==> src/rtl/ysyx_23060191_ifu.sv <==
// rtl/ysyx_23060191_ifu.sv - instruction fetch unit: PC owner, single-outstanding imem initiator
module ysyx_23060191_ifu #(
    parameter int                   CPU_WIDTH = 32,
    parameter logic [CPU_WIDTH-1:0] RESET_PC  = 32'h8000_0000
) (
    input  logic                 clk,
    input  logic                 rst,
    input  logic                 redirect_valid,
    input  logic [CPU_WIDTH-1:0] redirect_pc,
    input  logic                 halt,
    output logic                 imem_req_valid,
    input  logic                 imem_req_ready,
    output logic [CPU_WIDTH-1:0] imem_addr,
    input  logic                 imem_resp_valid,
    input  logic [CPU_WIDTH-1:0] imem_resp_data,
    output logic                 out_valid,
    input  logic                 out_ready,
    output logic [CPU_WIDTH-1:0] out_pc,
    output logic [CPU_WIDTH-1:0] out_instr
);

    typedef enum logic [1:0] {
        S_REQ  = 2'd0,
        S_WAIT = 2'd1,
        S_HOLD = 2'd2,
        S_DROP = 2'd3
    } state_t;

    state_t                 state_q;
    logic [CPU_WIDTH-1:0]   pc_q;
    logic                   halted_q;
    logic                   out_valid_q;
    logic [CPU_WIDTH-1:0]   out_pc_q;
    logic [CPU_WIDTH-1:0]   out_instr_q;

    logic                   req_fire;
    logic                   out_fire;
    logic [CPU_WIDTH-1:0]   redirect_target;
    logic                   unused_redirect_lsbs;

    assign redirect_target      = {redirect_pc[CPU_WIDTH-1:2], 2'b00};
    assign unused_redirect_lsbs = ^redirect_pc[1:0];

    // Request is gated by rst so nothing is offered while the core is held in reset.
    assign imem_req_valid = (state_q == S_REQ) && !halted_q && !rst;
    assign imem_addr      = pc_q;
    assign req_fire       = imem_req_valid && imem_req_ready;
    assign out_fire       = out_valid_q && out_ready;

    assign out_valid = out_valid_q;
    assign out_pc    = out_pc_q;
    assign out_instr = out_instr_q;

    always_ff @(posedge clk) begin
        if (rst) begin
            state_q     <= S_REQ;
            pc_q        <= RESET_PC;
            halted_q    <= 1'b0;
            out_valid_q <= 1'b0;
            out_pc_q    <= '0;
            out_instr_q <= '0;
        end else begin
            if (halt) begin
                halted_q <= 1'b1;
            end

            case (state_q)
                S_REQ: begin
                    if (req_fire) begin
                        state_q <= redirect_valid ? S_DROP : S_WAIT;
                    end
                end
                S_WAIT: begin
                    if (imem_resp_valid) begin
                        if (redirect_valid) begin
                            state_q <= S_REQ;
                        end else begin
                            out_valid_q <= 1'b1;
                            out_pc_q    <= pc_q;
                            out_instr_q <= imem_resp_data;
                            state_q     <= S_HOLD;
                        end
                    end else if (redirect_valid) begin
                        state_q <= S_DROP;
                    end
                end
                S_HOLD: begin
                    if (redirect_valid) begin
                        out_valid_q <= 1'b0;
                        state_q     <= S_REQ;
                    end else if (out_fire) begin
                        pc_q        <= pc_q + CPU_WIDTH'(4);
                        out_valid_q <= 1'b0;
                        state_q     <= S_REQ;
                    end
                end
                S_DROP: begin
                    if (imem_resp_valid) begin
                        state_q <= S_REQ;
                    end
                end
                default: begin
                    state_q <= S_REQ;
                end
            endcase

            // Redirect overrides any sequential PC update made above.
            if (redirect_valid) begin
                pc_q <= redirect_target;
            end
        end
    end

endmodule

==> config.mk <==
export PLATFORM = sky130hd
export DESIGN_NAME = ysyx_23060191_ifu
export DESIGN_NICKNAME = d
export VERILOG_FILES = /design/src/rtl/ysyx_23060191_ifu.sv
export SDC_FILE = /design/constraint.sdc
export NUM_CORES = 1
export LEC_CHECK = 0
export BUFFER_PORTS_ARGS = -buffer_cell sky130_fd_sc_hd__clkbuf_2
export CAP_MARGIN = 10
export CORE_AREA = 2 2 112 114
export CTS_BUF_LIST = sky130_fd_sc_hd__clkbuf_8
export CTS_CLUSTER_SIZE = 28
export DETAILED_ROUTE_END_ITERATION = 7
export DIE_AREA = 0 0 114 116
export PLACE_DENSITY = 0.64
export SYNTH_ARGS = -nofsm -noshare
export SYNTH_HDL_FRONTEND = slang
export SYNTH_SLANG_ARGS = --single-unit
==> constraint.sdc <==
create_clock -name clk -period 1.9 [get_ports clk]
set_input_delay 0.19 -clock clk [delete_from_list [all_inputs] [get_ports clk]]
set_output_delay 0.19 -clock clk [all_outputs]
set_load 0.02 [all_outputs]
# Word-level counts from Yosys, hierarchy flattened
# Index checks and enable logic that the tools add are counted.
# Widths: inputs -> output; s select.
# classes
add_sub_neg	1
eq_ne	9
mux	17
n_bitwise	1
reduce_logical	16
# op_table
cell	count
$mux 32	3
$add 32x3->32 const B	1
$mux 2	8
$ne 2x2->1 const B	4
$pmux 2 s4	1
$reduce_and 4->1	2
$ne 3x3->1 const B	2
$reduce_bool 2->1	3
$eq 2x2->1 const B	2
$logic_and 1x1->1	4
$mux 1	4
$reduce_and 2->1	2
$reduce_and 3->1	1
$eq 2x1->1 const B	1
$logic_not 1->1	2
$logic_not 2->1	1
$pmux 1 s2	1
$reduce_or 2->1	1
$not 1->1	1
# totals
register_bits	100
out_inout_bits	98
elab_cells	51

# Logic depth before layout (Yosys ltp)
# Gate-level depths: netlist of run 1.
# depth
ltp_word	6
ltp_mapped	7
ltp_nobuf	5

# Worst setup path after synthesis of run 1
# No wires, ideal clock.
# synth_path
path_type	register to register
from	register pc_q[4], in the netlist imem_addr[4]
to	register pc_q[22], in the netlist imem_addr[22]
arrival_time_ns	2.146
setup_slack_ns	-0.337
path_stages_with_launch	6
path_buffers	1
path_cell_list	dfxtp_1 -> nand4_2 -> or4_4 -> buf_6 -> or4_1 -> a311oi_1
# synth_between
elab_chain_cells	4
# synth_rtl
element	line_no	text
start, declared	30	logic [CPU_WIDTH-1:0] pc_q;
start signal, assigned	92	pc_q <= pc_q + CPU_WIDTH'(4);
start signal, assigned	109	pc_q <= redirect_target;
$add 32x3->32	92	
$mux 32	91	end else if (out_fire) begin
$mux 32	67	case (state_q)
$mux 32	108	if (redirect_valid) begin
# No other way between the ends. The select of a mux whose other input is x is not followed.
# A chain may end at the register's enable or synchronous reset.

# Worst setup path in the final report of run 1
# layout_path
from	register pc_q[13], in the netlist imem_addr[13]
to	register pc_q[21], in the netlist imem_addr[21]
# The elaborated chain is that of the path after synthesis.

==> results of run 1 <==
==> cells in the mapped netlist, types with 8 or more instances <==
library cell,n
a211oi_1,12
a21oi_1,66
a311oi_1,15
and4_1,8
clkbuf_1,34
dfxtp_1,96
inv_1,8
nand2_1,141
nand3_1,15
nand4_1,8
nor2_1,33
nor3_1,10
o31ai_1,10
or4_1,11
==> cell families after synthesis <==
kind of cell / after synthesis / synth area share, %
AO/OA/AOI/OAI: 121 / 18.1
AND/OR/NAND/NOR: 251 / 28.3
buffers and inverters: 50 / 5.09
XOR/XNOR: 9 / 1.90
other: 1 / 0.0903
adder cells (fa/ha/maj): 1 / 0.301
flip-flops: 96 / 46.3
==> through the flow <==
step | setup TNS, ns | instances
floorplan | -0.279 | 532
global placement | -0.0939 | 837
finish | -0.126 | 856
detailed placement | -0.387 | 837
global route | -0.572 | 856
CTS | -0.231 | 856
==> timing repair <==
action | CTS | global route
endpoints found under the setup margin | 7 | 11
resized for setup | 1 | 5
setup buffers | 3 | 0
pin swaps | 11 | 3
gates cloned | 1 | 0
==> layer usage <==
metal  vias to the layer above  GRT usage, %
li1                       2211             -
met2                       153          30.3
met3                        16          4.81
met4                         0          6.42
met5                         -             0
met1                      2042          25.4
==> registers in the layout, indices dropped and copies added (netlist names) <==
register and cells:
out_pc 30, out_instr 32, state_q 2, halted_q 1
out_valid 1, imem_addr 30
==> power breakdown <==
group	internal, uW	switching (uW)	leakage, uW
sequential	2080	66.1	0.000791
clock	627	715	0.000103
combinational	221	341	0.00137
==> worst max-delay path by stage <==
stage	from	to	slack (ns)	cells after the start
floorplan	imem_addr[15]$_SDFFE_PP0P_	imem_addr[22]$_SDFFE_PP0P_	-0.1	5
global placement	imem_addr[7]$_SDFFE_PP0P_	imem_addr[28]$_SDFFE_PP0P_	-0.03	4
detailed placement	imem_addr[7]$_SDFFE_PP0P_	imem_addr[28]$_SDFFE_PP0P_	-0.1	4
CTS	imem_addr[13]$_SDFFE_PP0P_	imem_addr[21]$_SDFFE_PP0P_	-0.08	4
global route	imem_addr[13]$_SDFFE_PP0P_	imem_addr[20]$_SDFFE_PP0P_	-0.10	4
finish	imem_addr[13]$_SDFFE_PP0P_	imem_addr[21]$_SDFFE_PP0P_	-0.07	4
==> critical path: stages, from the launching register on <==
cell and delay, ns:
dfxtp_4 0.35, nand4_1 0.19, or4_4 0.58, or4_1 0.49, a311oi_1 0.28
==> area by class of cell <==
class,count,area (sq um),share of cell area (%)
multi-input cells,387,2080,37.2
flip-flops and latches,96,1970,35.2
repair buffers,202,1140,20.4
well taps,147,184,3.29
clock buffers,10,138,2.46
clock inverters,5,48.8,0.872
inverters,9,33.8,0.604
==> results.py, run 1 <==
metrics = {
    "run_status": {
        "violations": "negative setup slack",
        "status": "finished with violations",
    },
    "die": {
        "core_sq_um": 11900,
        "die_y_um": 116,
        "initial_utilization_pct": 34.9,
        "die_x_um": 114,
        "core.rowCount": 40,
        "die_area_sq_um": 13200,
        "io_pins": 169,
    },
    "finish": {
        "diodes": 0,
        "fin_nets": 777,
        "layout_common_cells": "161 x clkbuf_2, 141 x nand2_1, 80 x dfxtp_1, 66 x a21oi_1, 39 x buf_4",
        "drive_gt1_share_pct": 34.3,
        "final_common_cell": "clkbuf_2",
        "final_core_util_pct": 47.0,
        "syn_to_final_growth_pct": 34.7,
        "fill_cells": 1204,
        "fin_area_sq_um": 5590,
    },
    "power_and_ir_drop": {
        "p_per_area_nw_per_um2": 724,
        "totalPowerFinal_uw": 4050,
        "ir_worst_vdd_uv": 298,
        "p_leak_uw": 0.00227,
    },
    "critical_path": {
        "reg2reg_slack_ns": -0.07,
        "setup.worst_path.class": "reg2reg",
        "path_max_fanout": 5,
        "reg2reg_depth": 4,
        "r2r-start": "imem_addr[13]$_SDFFE_PP0P_",
        "crit_arrival_ns": 2.25,
        "worstReg2RegEnd": "imem_addr[21]$_SDFFE_PP0P_",
        "end_kind": "flip-flop",
        "cp.required_ns": 2.18,
        "start_kind": "flip-flop",
    },
    "drt": {
        "routed.top_layer": "met4",
        "wl_per_cell_um": 14.7,
        "drt_iter0_markers": 243,
        "dr.pass1.iters": 4,
        "drt_wl_total_um": 12600,
        "met2_wirelength_um": 5800,
        "drcViolationCount": 0,
        "num_vias": 4422,
        "routed_via_density": 5.17,
        "wl_met3_um": 774,
        "wl_met1_um": 5780,
        "ant_nets": 0,
    },
    "logic_synthesis": {
        "synthFlopType": "dfxtp_1",
        "async_reset_ff_share_pct": 0,
        "netlist.area_leader.share_pct": 46.3,
        "syn_area_sq_um": 4150,
        "synthCells": 529,
        "yosys.area.top_type": "dfxtp_1",
        "synth_seq_cells": 96,
        "synth-edff-count": 0,
        "synthTopCellsByArea": "dfxtp_1 46%, nand2_1 13%, a21oi_1 8.0%, a311oi_1 3.2%, clkbuf_1 3.1%",
        "syn-mean-instance-area_sq_um": 7.85,
        "seq_area_frac_synth_pct": 46.3,
        "ys_warn_count": 0,
        "ys_types": 42,
    },
    "timing": {
        "period_needed_ns": 1.97,
        "clock_skew_ns": 0.00775,
        "finalCritPeriodShare_pct": 104,
        "finalSetupViolCount": 5,
        "hold_violations": 0,
        "rsz0062_at_grt": "yes",
        "fmax_mhz": 508,
        "tightestPinTransition_ns": 0.524,
        "fin_ws_ns": -0.0678,
        "finalMaxSlewViolations": 0,
        "max-slew-margin-rel_pct": 65.1,
        "holdWs_ns": 0.0311,
    },
    "cts": {
        "cts_buffers": 9,
        "clk_latency_ns": 0.37,
        "cts_hold_buffers": 0,
        "cts_tree": "yes",
        "htreeDepth": 3,
        "cts.sinks": 96,
        "cts.clk_slew.worst_paths_ns": 0.09,
        "root_buffer": "clkbuf_8",
        "clockBufferDepth": 2,
    },
    "grt": {
        "antenna_found_initial": 0,
        "grt_pass1_vias": 3950,
        "grt_pass1_wl_um": 19900,
        "grt_max_degree": 63,
        "grt_usage_pct": 19.1,
        "overflow": 0,
    },
    "worst_hold_path": {
        "whs_path_depth": 3,
        "min_to": "out_instr[5]$_SDFFE_PP0P_",
        "hp-start": "imem_resp_data[5]",
        "hp-class": "in2reg",
    },
    "place": {
        "placed_cell_area_sq_um": 5360,
        "hpwl_um": 9060,
        "post-place-ws_ns": -0.0967,
        "gp_congestion": 0.878,
        "portBuffers": 162,
    },
    "flow_run": {
        "maxCapViolCount": 0,
    },
}
No activity file was read; power rests on OpenSTA's default activity.
==> run 2, diff against run 1 <==
Settings changed: CORE_AREA 2 2 112 114 to 2 2 101 127, DIE_AREA 0 0 114 116 to 0 0 103 129.
==> results.py, run 2 (synthesis results as in run 1) <==
metrics = {
    "grt": {
        "antenna_found_initial": 0,
        "grt_pass1_vias": 4113,
        "overflow": 0,
        "grt_usage_pct": 18.4,
        "grt_max_degree": 45,
        "grt_pass1_wl_um": 19300,
    },
    "die": {
        "io_pins": 169,
        "die_area_sq_um": 13300,
        "core.rowCount": 45,
        "core_sq_um": 12000,
        "die_y_um": 129,
        "initial_utilization_pct": 34.5,
        "die_x_um": 103,
    },
    "critical_path": {
        "reg2reg_depth": 4,
        "reg2reg_slack_ns": -0.05,
        "setup.worst_path.class": "reg2reg",
        "path_max_fanout": 10,
        "crit_buf_inv": 0,
        "cpLargestDelayFamily": "simple AND/OR/NAND/NOR gates",
        "crit_chain": "nand4_4 > or4_4 > or4_1 > a311oi_2",
        "r2r-start": "imem_addr[7]$_SDFFE_PP0P_",
        "cp.required_ns": 2.18,
        "critPathSlowestCell": "or4_4",
        "worstReg2RegEnd": "imem_addr[22]$_SDFFE_PP0P_",
        "start_kind": "flip-flop",
        "crit_arrival_ns": 2.23,
        "critical_path.max_stage_delay_ns": 0.60,
        "end_kind": "flip-flop",
    },
    "worst_hold_path": {
        "hp-start": "imem_resp_data[2]",
        "whs_path_depth": 3,
        "min_to": "out_instr[2]$_SDFFE_PP0P_",
        "hp-class": "in2reg",
    },
    "place": {
        "portBuffers": 162,
        "post-place-ws_ns": -0.0512,
        "gp_congestion": 0.792,
        "dp.cells": 854,
        "hpwl_um": 9230,
    },
    "timing": {
        "rsz0062_at_grt": "yes",
        "fmax_mhz": 514,
        "finalSetupViolCount": 5,
        "period_needed_ns": 1.95,
        "fin_ws_ns": -0.0472,
        "clock_skew_ns": 0.00868,
        "hold_violations": 0,
        "finalMaxSlewViolations": 0,
        "finalCritPeriodShare_pct": 102,
    },
    "finish": {
        "diodes": 0,
        "final_common_cell": "clkbuf_2",
        "syn_to_final_growth_pct": 37.7,
        "layout_common_cells": "161 x clkbuf_2, 141 x nand2_1, 80 x dfxtp_1, 66 x a21oi_1, 38 x buf_4",
        "final_core_util_pct": 47.5,
        "instances_no_fill": 874,
        "drive_gt1_share_pct": 36.1,
        "largest_reg_flops": 32,
        "fin_nets": 777,
    },
    "drt": {
        "num_vias": 4393,
        "ant_nets": 0,
        "dr.pass1.iters": 4,
        "drcViolationCount": 0,
        "wl_per_cell_um": 14.2,
        "routed_via_density": 5.03,
        "drt_wl_total_um": 12400,
        "drt_iter0_markers": 193,
    },
    "power_and_ir_drop": {
        "ir_worst_vdd_uv": 348,
        "totalPowerFinal_uw": 4200,
        "p_per_area_nw_per_um2": 734,
        "p_leak_uw": 0.00228,
    },
    "cts": {
        "cts_hold_buffers": 0,
        "cts_tree": "yes",
        "htreeDepth": 3,
        "clk_latency_ns": 0.37,
        "cts_buffers": 9,
        "cts.clk_slew.worst_paths_ns": 0.10,
        "clockBufferDepth": 2,
        "cts.sinks": 96,
        "root_buffer": "clkbuf_8",
    },
    "run_status": {
        "violations": "negative setup slack",
        "status": "finished with violations",
    },
    "flow_run": {
        "maxCapViolCount": 0,
    },
}
==> run 2: changes by cell type in the layout (fill, tap and decap cells not counted), sizes merged <==
cell	delta
clkinv	-1
clkbuf	-1
buf	+1
clkinvlp	+2
or4	-1
bufinv	+1
==> run 2: cell type report <==
class	count	area, sq um
Sequential cell	96	1970
Timing Repair Buffer	203	1160
Clock buffer	9	124
Multi-Input combinational cell	386	2130
Inverter	9	33.8
Tap cell	164	205
Clock inverter	7	95.1
Fill cell	1221	6330
==> run 2: worst max-delay path by stage <==
stage / endpoint / depth (start not counted) / slack, ns / start
CTS: imem_addr[22]$_SDFFE_PP0P_ / 4 / -0.05 / imem_addr[18]$_SDFFE_PP0P_
floorplan: imem_addr[22]$_SDFFE_PP0P_ / 5 / -0.1 / imem_addr[15]$_SDFFE_PP0P_
detailed placement: imem_addr[22]$_SDFFE_PP0P_ / 4 / -0.05 / imem_addr[7]$_SDFFE_PP0P_
global route: imem_addr[20]$_SDFFE_PP0P_ / 4 / -0.14 / imem_addr[14]$_SDFFE_PP0P_
global placement: imem_addr[28]$_SDFFE_PP0P_ / 4 / -0.004 / imem_addr[7]$_SDFFE_PP0P_
finish: imem_addr[22]$_SDFFE_PP0P_ / 4 / -0.05 / imem_addr[7]$_SDFFE_PP0P_
==> run 2: layer usage <==
layer	vias up	wire length (um)	global-route usage [%]
li1	2201	-	-
met1	2041	5330	22.3
met2	134	6090	30.7
met3	17	750	4.24
met4	0	231	7.97
met5	-	0	0
==> run 2: power breakdown <==
group          internal (uW)  switching (uW)  leakage (uW)
sequential              2080            70.1      0.000791
clock                    742             744      0.000106
combinational            225             339       0.00138
==> run 2: timing repair <==
item / in CTS / in global routing
hold endpoints to repair: 0 / 0
endpoints found under the setup margin: 7 / 17
gates resized for setup: 2 / 16
setup buffers: 2 / 2
pin swaps: 5 / 4
==> run 2: through the flow <==
stage / hold WS, ns / TNS (ns) / cell area [sq um]
after detailed placement: 0.421 / -0.195 / 5390
after global placement: 0.404 / -0.00384 / 5390
after CTS: 0.0127 / -0.161 / 5640
final: 0.0320 / -0.173 / 5720
after floorplan: 0.306 / -0.279 / 4230
after global routing: 0.0138 / -0.772 / 5720
==> run 2: worst reg2reg max path, stage by stage, from the launching register on <==
cell and delay, ns:
dfxtp_4 0.37, nand4_4 0.12, or4_4 0.60, or4_1 0.52
a311oi_2 0.26
==> run 3, diff against run 2 <==
Settings changed: PLACE_DENSITY 0.64 to 0.61.
Clock period 1.9 ns to 2.1 ns, I/O delays scaled along.
==> results.py, run 3 (synthesis results as in run 1) <==
metrics = {
    "timing": {
        "fin_ws_ns": 0.0580,
        "finalMaxSlewViolations": 0,
        "finalSetupViolCount": 0,
        "tightestPinTransition_ns": 0.738,
        "fmax_mhz": 490,
        "period_needed_ns": 2.04,
        "clock_skew_ns": 0.00944,
        "max-slew-margin-rel_pct": 50.8,
        "holdWs_ns": 0.0702,
        "hold_violations": 0,
        "finalCritPeriodShare_pct": 97.2,
    },
    "finish": {
        "final_common_cell": "clkbuf_2",
        "syn_to_final_growth_pct": 31.2,
        "final_core_util_pct": 45.2,
        "fin_nets": 765,
        "multi_input_area_sq_um": 2060,
        "instances_no_fill": 859,
        "fill_cells": 1266,
        "diodes": 0,
        "layout_common_cells": "161 x clkbuf_2, 141 x nand2_1, 84 x dfxtp_1, 66 x a21oi_1, 32 x nor2_1",
        "drive_gt1_share_pct": 32.1,
        "regArea_sq_um": 1940,
        "largest_reg_flops": 32,
    },
    "critical_path": {
        "cp.required_ns": 2.36,
        "r2r-start": "imem_addr[13]$_SDFFE_PP0P_",
        "reg2reg_depth": 4,
        "path_max_fanout": 8,
        "worstSetupStartpoint": "imem_addr[13]$_SDFFE_PP0P_",
        "worstReg2RegEnd": "imem_addr[20]$_SDFFE_PP0P_",
        "crit_arrival_ns": 2.30,
        "end_kind": "flip-flop",
        "reg2reg_slack_ns": 0.06,
        "setup.worst_path.class": "reg2reg",
        "start_kind": "flip-flop",
    },
    "drt": {
        "drcViolationCount": 0,
        "ant_nets": 0,
        "wl_per_cell_um": 14.3,
        "drt_iter0_markers": 221,
        "dr.pass1.iters": 4,
        "num_vias": 4309,
        "routed_via_density": 5.02,
        "drt_wl_total_um": 12300,
    },
    "cts": {
        "clk_latency_ns": 0.36,
        "cts_tree": "yes",
        "cts.sinks": 96,
        "clockBufferDepth": 2,
        "htreeDepth": 3,
        "cts_buffers": 9,
        "cts.clk_slew.worst_paths_ns": 0.08,
        "root_buffer": "clkbuf_8",
    },
    "die": {
        "die_y_um": 129,
        "core.rowCount": 45,
        "core_sq_um": 12000,
        "die_x_um": 103,
        "initial_utilization_pct": 34.5,
        "io_pins": 169,
        "die_area_sq_um": 13300,
    },
    "worst_hold_path": {
        "hp-class": "in2reg",
        "whs_path_depth": 3,
        "hp-start": "imem_resp_data[29]",
        "min_to": "out_instr[29]$_SDFFE_PP0P_",
    },
    "place": {
        "hpwl_um": 8730,
        "gp_congestion": 0.833,
        "portBuffers": 162,
        "dp.cells": 843,
        "post-place-ws_ns": 0.0815,
    },
    "grt": {
        "antenna_found_initial": 0,
        "grt_max_degree": 68,
        "grt_pass1_vias": 3917,
        "grt_pass1_wl_um": 18700,
        "grt_usage_pct": 17.7,
        "overflow": 0,
    },
    "power_and_ir_drop": {
        "ir_worst_vdd_uv": 282,
        "p_leak_uw": 0.00218,
        "totalPowerFinal_uw": 3500,
        "p_per_area_nw_per_um2": 642,
    },
    "run_status": {
        "status": "completed",
    },
    "flow_run": {
        "maxCapViolCount": 0,
    },
}
-- run 3: worst max-delay path, stage by stage (launching register included) --
cell      delay, ns
dfxtp_4        0.38
nand4_1        0.14
or4_4          0.60
or4_1          0.52
a311oi_2       0.31
-- run 3: how the worst max path moves through the flow --
stage	end	depth (start not counted)
2_1_floorplan	imem_addr[22]$_SDFFE_PP0P_	5
3_3_place_gp	imem_addr[28]$_SDFFE_PP0P_	4
3_5_place_dp	imem_addr[28]$_SDFFE_PP0P_	4
6_report	imem_addr[20]$_SDFFE_PP0P_	4
4_1_cts	imem_addr[27]$_SDFFE_PP0P_	4
5_1_grt	imem_addr[20]$_SDFFE_PP0P_	5
-- run 3: layer usage --
layer  wire length (um)  GRT usage [%]  vias up
met5                  0              0        -
met4                163           5.73        0
met3                729           3.31       12
met2               6020           30.8      135
met1               5410           21.8     1985
li1                   -              -     2177
-- run 3: power by group --
part / internal (uW) / total [uW] / switching, uW
sequential: 1890 / 1950 / 68.4
clock: 471 / 1070 / 600
combinational: 186 / 477 / 291
total: 2540 / 3500 / 960
-- run 3: repair_timing --
action / 4_1_cts / 5_1_grt
setup endpoints to repair: 0 / 4
resized for setup: 0 / 5
hold buffers: 0 / 0
buffers inserted: 0 / 3
-- run 3: area by class of cell --
cell class	count	share of cell area, %
Sequential cell	96	35.6
Inverter	9	0.620
Clock buffer	11	2.78
Multi-Input combinational cell	386	37.7
Clock inverter	2	0.161
Timing Repair Buffer	191	19.3
Tap cell	164	3.76
-- run 3: stage by stage --
| step | TNS, ns | area [sq um] |
|---|---|---|
| global route | -0.0573 | 5450 |
| finish | 0 | 5450 |
| CTS | 0 | 5410 |
| floorplan | 0 | 4180 |
| global placement | 0 | 5250 |
| detailed placement | 0 | 5250 |
